### config.mk
export PLATFORM = sky130hd
export DESIGN_NAME = mem_read_stream
export DESIGN_NICKNAME = d
export VERILOG_FILES = /design/src/rtl/sync_fifo2.sv /design/src/rtl/mem_read_stream.sv
export SDC_FILE = /design/constraint.sdc
export NUM_CORES = 1
export LEC_CHECK = 0
export BUFFER_PORTS_ARGS = -buffer_cell sky130_fd_sc_hd__buf_4
export CAP_MARGIN = 25
export CORE_MARGIN = 1
export CORE_UTILIZATION = 55
export CTS_CLUSTER_SIZE = 40
export DETAILED_ROUTE_END_ITERATION = 12
export PLACE_DENSITY = 0.72
export SLEW_MARGIN = 20
export SYNTH_ARGS = -nofsm -noshare
export SYNTH_HDL_FRONTEND = slang
export SYNTH_HIERARCHICAL = 1
export SYNTH_SLANG_ARGS = --single-unit
### constraint.sdc
create_clock -name clock -period 2.66 [get_ports clock]
set_input_delay 0.266 -clock clock [delete_from_list [all_inputs] [get_ports clock]]
set_output_delay 0.266 -clock clock [all_outputs]
set_load 0.02 [all_outputs]
### src/rtl/sync_fifo2.sv
// Two-entry in-order FIFO with registered head and valid.
// Supports same-cycle push and pop; a push while full without a pop is dropped.
module sync_fifo2 #(
  parameter int WIDTH = 8
) (
  input  logic             clock,
  input  logic             reset,
  input  logic             push,
  input  logic             pop,
  input  logic [WIDTH-1:0] din,
  output logic [WIDTH-1:0] head,
  output logic             valid,
  output logic [1:0]       count
);

  logic [WIDTH-1:0] head_r, head_s;
  logic [WIDTH-1:0] tail_r, tail_s;
  logic [1:0]       count_r, count_s;
  logic             valid_r, valid_s;

  // Next-state for head/tail storage and occupancy
  always_comb begin
    head_s  = head_r;
    tail_s  = tail_r;
    count_s = count_r;
    case ({push, pop})
      2'b10: begin
        if (count_r == 2'd0) begin
          head_s  = din;
          count_s = 2'd1;
        end else if (count_r == 2'd1) begin
          tail_s  = din;
          count_s = 2'd2;
        end else begin
          count_s = count_r;
        end
      end
      2'b01: begin
        head_s  = tail_r;
        count_s = count_r - 2'd1;
      end
      2'b11: begin
        // Occupancy unchanged; the new word lands behind whatever remains
        if (count_r == 2'd2) begin
          head_s = tail_r;
          tail_s = din;
        end else begin
          head_s = din;
        end
      end
      default: begin
        count_s = count_r;
      end
    endcase
    valid_s = (count_s != 2'd0);
  end

  // Storage and occupancy registers
  always_ff @(posedge clock) begin
    if (reset) begin
      head_r  <= {WIDTH{1'b0}};
      tail_r  <= {WIDTH{1'b0}};
      count_r <= 2'd0;
      valid_r <= 1'b0;
    end else begin
      head_r  <= head_s;
      tail_r  <= tail_s;
      count_r <= count_s;
      valid_r <= valid_s;
    end
  end

  assign head  = head_r;
  assign valid = valid_r;
  assign count = count_r;

endmodule

### src/rtl/mem_read_stream.sv
// Address-in / data-out read stage: synchronous-read memory, one-cycle latency,
// two-entry output buffer with credit-based address back-pressure.
module mem_read_stream #(
  parameter int DEPTH      = 20,
  parameter int ADDR_WIDTH = 5,
  parameter int DATA_WIDTH = 8
) (
  input  logic                  clock,
  input  logic                  reset,
  input  logic                  wr_en,
  input  logic [ADDR_WIDTH-1:0] wr_addr,
  input  logic [DATA_WIDTH-1:0] wr_data,
  input  logic [ADDR_WIDTH-1:0] addr_in,
  input  logic                  addr_valid,
  output logic                  addr_ready,
  output logic [DATA_WIDTH-1:0] out_data,
  output logic                  out_valid,
  input  logic                  out_ready,
  output logic                  err_oob
);

  localparam logic [ADDR_WIDTH:0] DEPTH_L = (ADDR_WIDTH+1)'(DEPTH);

  logic [DATA_WIDTH-1:0] mem_r [DEPTH];
  logic [DATA_WIDTH-1:0] rd_data_r;
  logic                  inflight_r;
  logic                  oob_r;
  logic                  err_oob_r;
  logic                  issue_s;
  logic                  pop_s;
  logic                  ready_s;
  logic                  rd_in_range_s;
  logic                  wr_in_range_s;
  logic [1:0]            fifo_count_s;
  logic [2:0]            occ_s;

  assign rd_in_range_s = ({1'b0, addr_in} < DEPTH_L);
  assign wr_in_range_s = ({1'b0, wr_addr} < DEPTH_L);
  assign pop_s         = out_valid & out_ready;
  assign issue_s       = addr_valid & ready_s;
  assign occ_s         = {1'b0, fifo_count_s} + {2'b00, inflight_r};

  // Credit check: a slot is free now, or the only full slot drains this cycle
  always_comb begin
    ready_s = 1'b0;
    if (reset) begin
      ready_s = 1'b0;
    end else if (occ_s < 3'd2) begin
      ready_s = 1'b1;
    end else if ((occ_s == 3'd2) && pop_s) begin
      ready_s = 1'b1;
    end else begin
      ready_s = 1'b0;
    end
  end

  // Memory array write port; contents are deliberately not reset
  always_ff @(posedge clock) begin
    if (wr_en && wr_in_range_s) begin
      mem_r[wr_addr] <= wr_data;
    end
  end

  // Read port and in-flight tracking; non-blocking read gives read-first ordering
  always_ff @(posedge clock) begin
    if (reset) begin
      rd_data_r  <= {DATA_WIDTH{1'b0}};
      inflight_r <= 1'b0;
      oob_r      <= 1'b0;
    end else begin
      inflight_r <= issue_s;
      oob_r      <= issue_s & ~rd_in_range_s;
      if (issue_s) begin
        rd_data_r <= rd_in_range_s ? mem_r[addr_in] : {DATA_WIDTH{1'b0}};
      end else begin
        rd_data_r <= rd_data_r;
      end
    end
  end

  // Sticky out-of-range flag, raised on the edge that pushes the zero word
  always_ff @(posedge clock) begin
    if (reset) begin
      err_oob_r <= 1'b0;
    end else if (inflight_r && oob_r) begin
      err_oob_r <= 1'b1;
    end else begin
      err_oob_r <= err_oob_r;
    end
  end

  sync_fifo2 #(
    .WIDTH(DATA_WIDTH)
  ) u_fifo (
    .clock (clock),
    .reset (reset),
    .push  (inflight_r),
    .pop   (pop_s),
    .din   (rd_data_r),
    .head  (out_data),
    .valid (out_valid),
    .count (fifo_count_s)
  );

  assign addr_ready = ready_s;
  assign err_oob    = err_oob_r;

endmodule

==> flow_summary.toml, run 1 <==
[cts]
ctsHoldBuffers = 0
cts_root_buf = "clkbuf_16"
cts_buffer_depth = 2
cts_tree = "yes"
clk_pin_slew_ns = 0.06
cts_resized = 0
ctsHtreeMaxLevel = 4
cts_setup_buffers = 0
clk-insertion-delay-late_ns = 0.43
cts_made_buffers = 17
cts_num_sinks = 190

[floorplanning]
start_util = 0.570
die_h_um = 120
die_area_um2 = 14400
core_um2 = 13400
io_pins = 34
rows = 42
die_w_um = 120

[finish]
final_cell_mix = "edfxtp_1, buf_4, nor2_1"
area_growth_pct = 14.3
num_antenna_cells = 0
final_common_cell = "edfxtp_1"
fillers = 926
drive_gt1_frac = 0.236
layout.nets = 517

[synth]
ys_seq_area_frac = 0.708
ys_types = 40
synth_warnings = 6
synth_cells = 436
yosysTopAreaCell = "edfxtp_1"
synthAdderAreaFrac = 0.0197
syn_nets = 471
synth_top_family_by_area = "multiplexers"
synthTopCellsByArea = "edfxtp_1, dfxtp_1, mux4_2, mux4_1, mux2_2"
synth.top_cell.area_share = 0.629
syn-mean-instance-area_um2 = 17.5
synth_xor_area_frac = 0
synth_seq_cells = 190
synth_flop_cell = "edfxtp_1"
syn_area_um2 = 7640
synth-edff-count = 160
synth-simple-area-share = 0.0611
muxShareOfSynthArea = 0.137
synth-async-reset-ratio = 0
synth_compound_area_frac = 0.0516

[sta]
slew_headroom = 0.422
hold_viol = 0
post-route-period-util = 0.834
fmax_mhz = 451
finalMaxSlewViolations = 0
finClkSkew_ns = 0.00801
fin_ws_ns = 0.440
tns_ns = 0
post-route-min-period_ns = 2.22
rsz0062_at_grt = "false"
worst_pin_slew_ns = 0.864
setup_viol = 0

[worst_setup_path]
crit_slowest_cell = "dfxtp_1"
r2r_slack_ns = 0.65
endpoint_kind = "output port"
required_ns = 2.39
crit_chain = "ha_1 -> inv_1 -> ha_1 -> a31oi_1 -> nor2_1 -> buf_4"
crit_arrival_ns = 1.95
critPathMaxStageDelay_ns = 0.42
path_class = "flip-flop to output port"
cp-start-kind = "flip-flop"
reg2regPathDepth = 6
crit_top_cell = "ha_1"
rr_endpoint = "rd_data_r[1]"
path_max_fanout = 5
worstReg2RegStart = "inflight_r"

[power_and_ir_drop]
p_int_mw = 5.31
swShare = 0.224
p_sw_mw = 1.53
seq_power_share = 0.495
p_per_area_nw_per_um2 = 783
leakage_nw = 2.99
clkPwrFrac = 0.398
power.share.combinational = 0.107
ir_drop_uv = 490

[global_routing]
grt_pass1_vias = 4079
antenna_found_initial = 0
grt_overflow_total = 0
grt_max_degree = 25
gr-usage-all-layers = 0.233
grt_pass1_wl_um = 23700

[status]
status = "completed"

[routing]
wirelength_um = 15200
drc_errors = 0
drtIter0Drc = 362
vias = 4095
antenna_left = 0
firstDrtPassIters = 5
via_per_inst = 6.10
drt-wirelength-per-cell_um = 22.7

[placed_design]
gp_congestion = 0.815
dpl_worst_slack_ns = 0.472
hpwl_um = 9810
placement.io_buffers = 33

[worst_hold_path]
hold_end = "inflight_r"
worstHoldStart = "addr_valid"
min_path_type = "primary input to flip-flop"
hold_depth = 3

[run]
maxCapViolCount = 0
==> state kept, by name, summed over array words and instances, names as in the netlist <==
| register | cells |
|---|---|
| err_oob | 1 |
| oob_r | 1 |
| u_fifo/valid | 1 |
| inflight_r | 1 |
| mem_r | 160 |
| rd_data_r | 8 |
| u_fifo/tail_r | 8 |
| u_fifo/head | 8 |
| u_fifo/count | 2 |
==> per-stage QoR <==
step	cell area [µm²]	hold slack (ns)	util	instances	power (mW)
floorplan	7640	0.338	-	436	3.92
global placement	8090	0.440	0.604	639	4.16
detailed placement	8090	0.480	0.604	639	4.18
CTS	8730	0.113	0.651	671	6.87
global route	8730	0.129	0.651	671	7.06
finish	8730	0.132	0.651	671	6.84
==> worst max-delay path by stage <==
stage	from	endpoint	slack [ns]	cells after the start
finish	inflight_r	addr_ready	0.44	6
global placement	addr_in[0]	rd_data_r[6]	0.56	6
floorplan	inflight_r	rd_data_r[2]	0.91	7
detailed placement	addr_in[0]	rd_data_r[6]	0.47	6
global route	inflight_r	addr_ready	0.23	6
CTS	inflight_r	addr_ready	0.41	6
==> Yosys cell counts (all sizes together) (2+ instances only) <==
cell and instances:
mux2i 13, nand2 12, clkbuf 11, dfxtp 30, a21oi 5, a21o 3
nor2 38, nor3 16, mux4 32, buf 9, a221oi 15, mux2 14
nor2b 4, a22oi 10, and2 2, nand3 9, edfxtp 160, a211oi 2
ha 12, a32o 7, inv 11, nand2b 10, nor3b 2
==> power groups by stage <==
stage | registers, mW | logic, mW | clock network, mW
after CTS | 3.38 | 0.737 | 2.75
after global placement | 3.44 | 0.714 | 0
after global routing | 3.39 | 0.810 | 2.85
after floorplan | 3.48 | 0.445 | 0
after detailed placement | 3.45 | 0.732 | 0
final | 3.38 | 0.734 | 2.72
==> area by class of cell <==
cell class | count | area (µm²) | area share
multi-input combinational | 215 | 2060 | 0.236
timing repair buffer | 47 | 365 | 0.0419
clock inverter | 12 | 190 | 0.0218
tap | 176 | 220 | 0.0252
sequential | 190 | 5410 | 0.619
clock buffer | 20 | 447 | 0.0512
inverter | 11 | 41.3 | 0.00473
==> cell families after synthesis <==
family	after synthesis
AO/OA/AOI/OAI	47
adder cells (fa/ha/maj)	12
buffers and inverters	31
flip-flops	190
multiplexers	59
AND/OR/NAND/NOR	97
==> critical path: cells and delay by family (launching register included) <==
kind,cells,cell delay [ns]
fa+ha+maj,2,0.46
compound gates,1,0.35
buf+inv,2,0.22
simple gates,1,0.08
flops,1,0.42
==> per-layer routing <==
layer	vias to the layer above	share of wire	wire length (µm)	track usage
met5	-	0	0	0
li1	1831	-	-	-
met4	0	0.019	292	0.0891
met2	168	0.49	7480	0.366
met3	22	0.075	1140	0.0551
met1	2074	0.41	6300	0.319
Power figures use the tool's default switching activity.
==> inputs of run 2 (changes only) <==
==> constraint.sdc (replaced) <==
create_clock -name clock -period 2.2 [get_ports clock]
set_input_delay 0.22 -clock clock [delete_from_list [all_inputs] [get_ports clock]]
set_output_delay 0.22 -clock clock [all_outputs]
set_load 0.02 [all_outputs]
==> run 2 against run 1 <==
  * Sequential share of layout area shrank 0.37 points
  * Clock skew fell by 0.0027 ns
  * Global-route usage fell by 0.66 points
  * Sequential cell count did not move
  * Setup slack worse by 0.32 ns
  * Final cell count increased by 2.4%
  * Combinational power is 23% higher
  * Largest cell class unchanged
==> flow_summary.toml, run 2 (same netlist as run 1, synthesis figures left out) <==
[power_and_ir_drop]
p_sw_mw = 1.90
leakage_nw = 3.05
clkPwrFrac = 0.369
ir_drop_uv = 678
p_int_mw = 6.01
swShare = 0.240
power.share.combinational = 0.114
seq_power_share = 0.517
p_per_area_nw_per_um2 = 901
total_power_mw = 7.91

[worst_setup_path]
reg2regPathDepth = 6
path_class = "flip-flop to output port"
crit_arrival_ns = 1.86
path_max_fanout = 5
cp_top_family = "adder cells"
cp-start-kind = "flip-flop"
endpoint_kind = "output port"
crit_slowest_cell = "dfxtp_1"
crit_chain = "ha_1 -> inv_1 -> ha_1 -> a31oi_1 -> buf_4 -> nor2_1 -> buf_4"
critPathMaxStageDelay_ns = 0.43
path_buf_inv = 3
worst-path-stages = 7
required_ns = 1.98

[sta]
finalMaxSlewViolations = 0
hold_viol = 0
fmax_mhz = 481
post-route-min-period_ns = 2.08
worst_pin_slew_ns = 0.615
rsz0062_at_grt = "false"
finClkSkew_ns = 0.00531
setup_viol = 0
post-route-period-util = 0.945
tns_ns = 0
slew_headroom = 0.590
timing.hold.ws_ns = 0.0830

[routing]
vias = 4143
via_per_inst = 6.03
firstDrtPassIters = 5
wirelength_um = 14900
drtIter0Drc = 389
antenna_left = 0
drt-wirelength-per-cell_um = 21.7
drc_errors = 0

[global_routing]
grt_pass1_wl_um = 23200
grt_max_degree = 25
grt_overflow_total = 0
antenna_found_initial = 0
grt_pass1_vias = 4104
gr-usage-all-layers = 0.227

[worst_hold_path]
hold_depth = 3
min_path_type = "primary input to flip-flop"

[finish]
drive_gt1_frac = 0.264
final_core_util = 0.655
final_cell_mix = "edfxtp_1, buf_4, nor2_1"
final_common_cell = "edfxtp_1"
layout.nets = 533
area_growth_pct = 15.0
largest_reg_flops = 160
fillers = 908
num_antenna_cells = 0
largest-register = "mem_r"

[placed_design]
gp_congestion = 0.820
hpwl_um = 9940
placement.io_buffers = 33

[cts]
cts_made_buffers = 17
cts_root_buf = "clkbuf_16"
cts_setup_buffers = 0
cts_tree = "yes"
cts_num_sinks = 190
cts_buffer_depth = 2
ctsHtreeMaxLevel = 4
cts_resized = 0
ctsHoldBuffers = 0
clk_pin_slew_ns = 0.06
clk-insertion-delay-late_ns = 0.43

[status]
status = "completed"

[floorplanning]
die_area_um2 = 14400
core_um2 = 13400
io_pins = 34
die_h_um = 120
rows = 42
die_w_um = 120
start_util = 0.570

[run]
maxCapViolCount = 0
[run 2: cell count changes in the layout (fill, tap and decap cells not counted), sizes merged]
cell	delta
clkbuf	+2
inv	+4
buf	+16
clkinv	-1
bufinv	-5
[run 2: stage by stage]
stage                     instance area (µm²)  std cells  setup slack [ns]
final                                    8780        687             0.120
after CTS                                8780        687            0.0917
after detailed placement                 8210        655             0.157
after global placement                   8210        655             0.208
after floorplan                          7640        436             0.449
after global routing                     8780        687            0.0246
[run 2: power by group through the flow]
stage | Clock, mW | Sequential, mW | Combinational (mW)
2_1_floorplan | 0 | 4.20 | 0.538
3_3_place_gp | 0 | 4.16 | 0.878
3_5_place_dp | 0 | 4.17 | 0.904
4_1_cts | 2.93 | 4.09 | 0.910
5_1_grt | 3.07 | 4.10 | 0.990
6_report | 2.92 | 4.09 | 0.906
[run 2: worst register-to-register path: stages, from the launching register on]
cell and delay, ns:
dfxtp_1 0.43, inv_1 0.09, ha_1 0.27, nor2b_1 0.17
a21oi_1 0.38, a221oi_1 0.16, nor3_1 0.24
[run 2: final cells by class]
| type | instances | area [µm²] | share of cell area |
|---|---|---|---|
| Timing Repair Buffer | 63 | 485 | 0.0553 |
| Sequential cell | 190 | 5410 | 0.615 |
| Clock buffer | 22 | 495 | 0.0564 |
| Inverter | 11 | 41.3 | 0.00470 |
| Tap cell | 176 | 220 | 0.0251 |
| Multi-Input combinational cell | 215 | 2060 | 0.235 |
| Clock inverter | 10 | 73.8 | 0.00841 |
[run 2: path summary, 6_finish.rpt]
path / slack (ns) / start / end
worst min-delay path: 0.08 / addr_valid / inflight_r
worst max-delay path: 0.12 / inflight_r / addr_ready
worst min register to register: 0.47 / oob_r / err_oob
worst max register to register: 0.37 / inflight_r / u_fifo/head[6]
[run 2: per-layer routing]
metal | up-vias | global-route usage | share of wire
met5 | - | 0 | 0
met3 | 17 | 0.0542 | 0.061
met1 | 2096 | 0.313 | 0.44
li1 | 1873 | - | -
met2 | 157 | 0.359 | 0.49
met4 | 0 | 0.0734 | 0.011
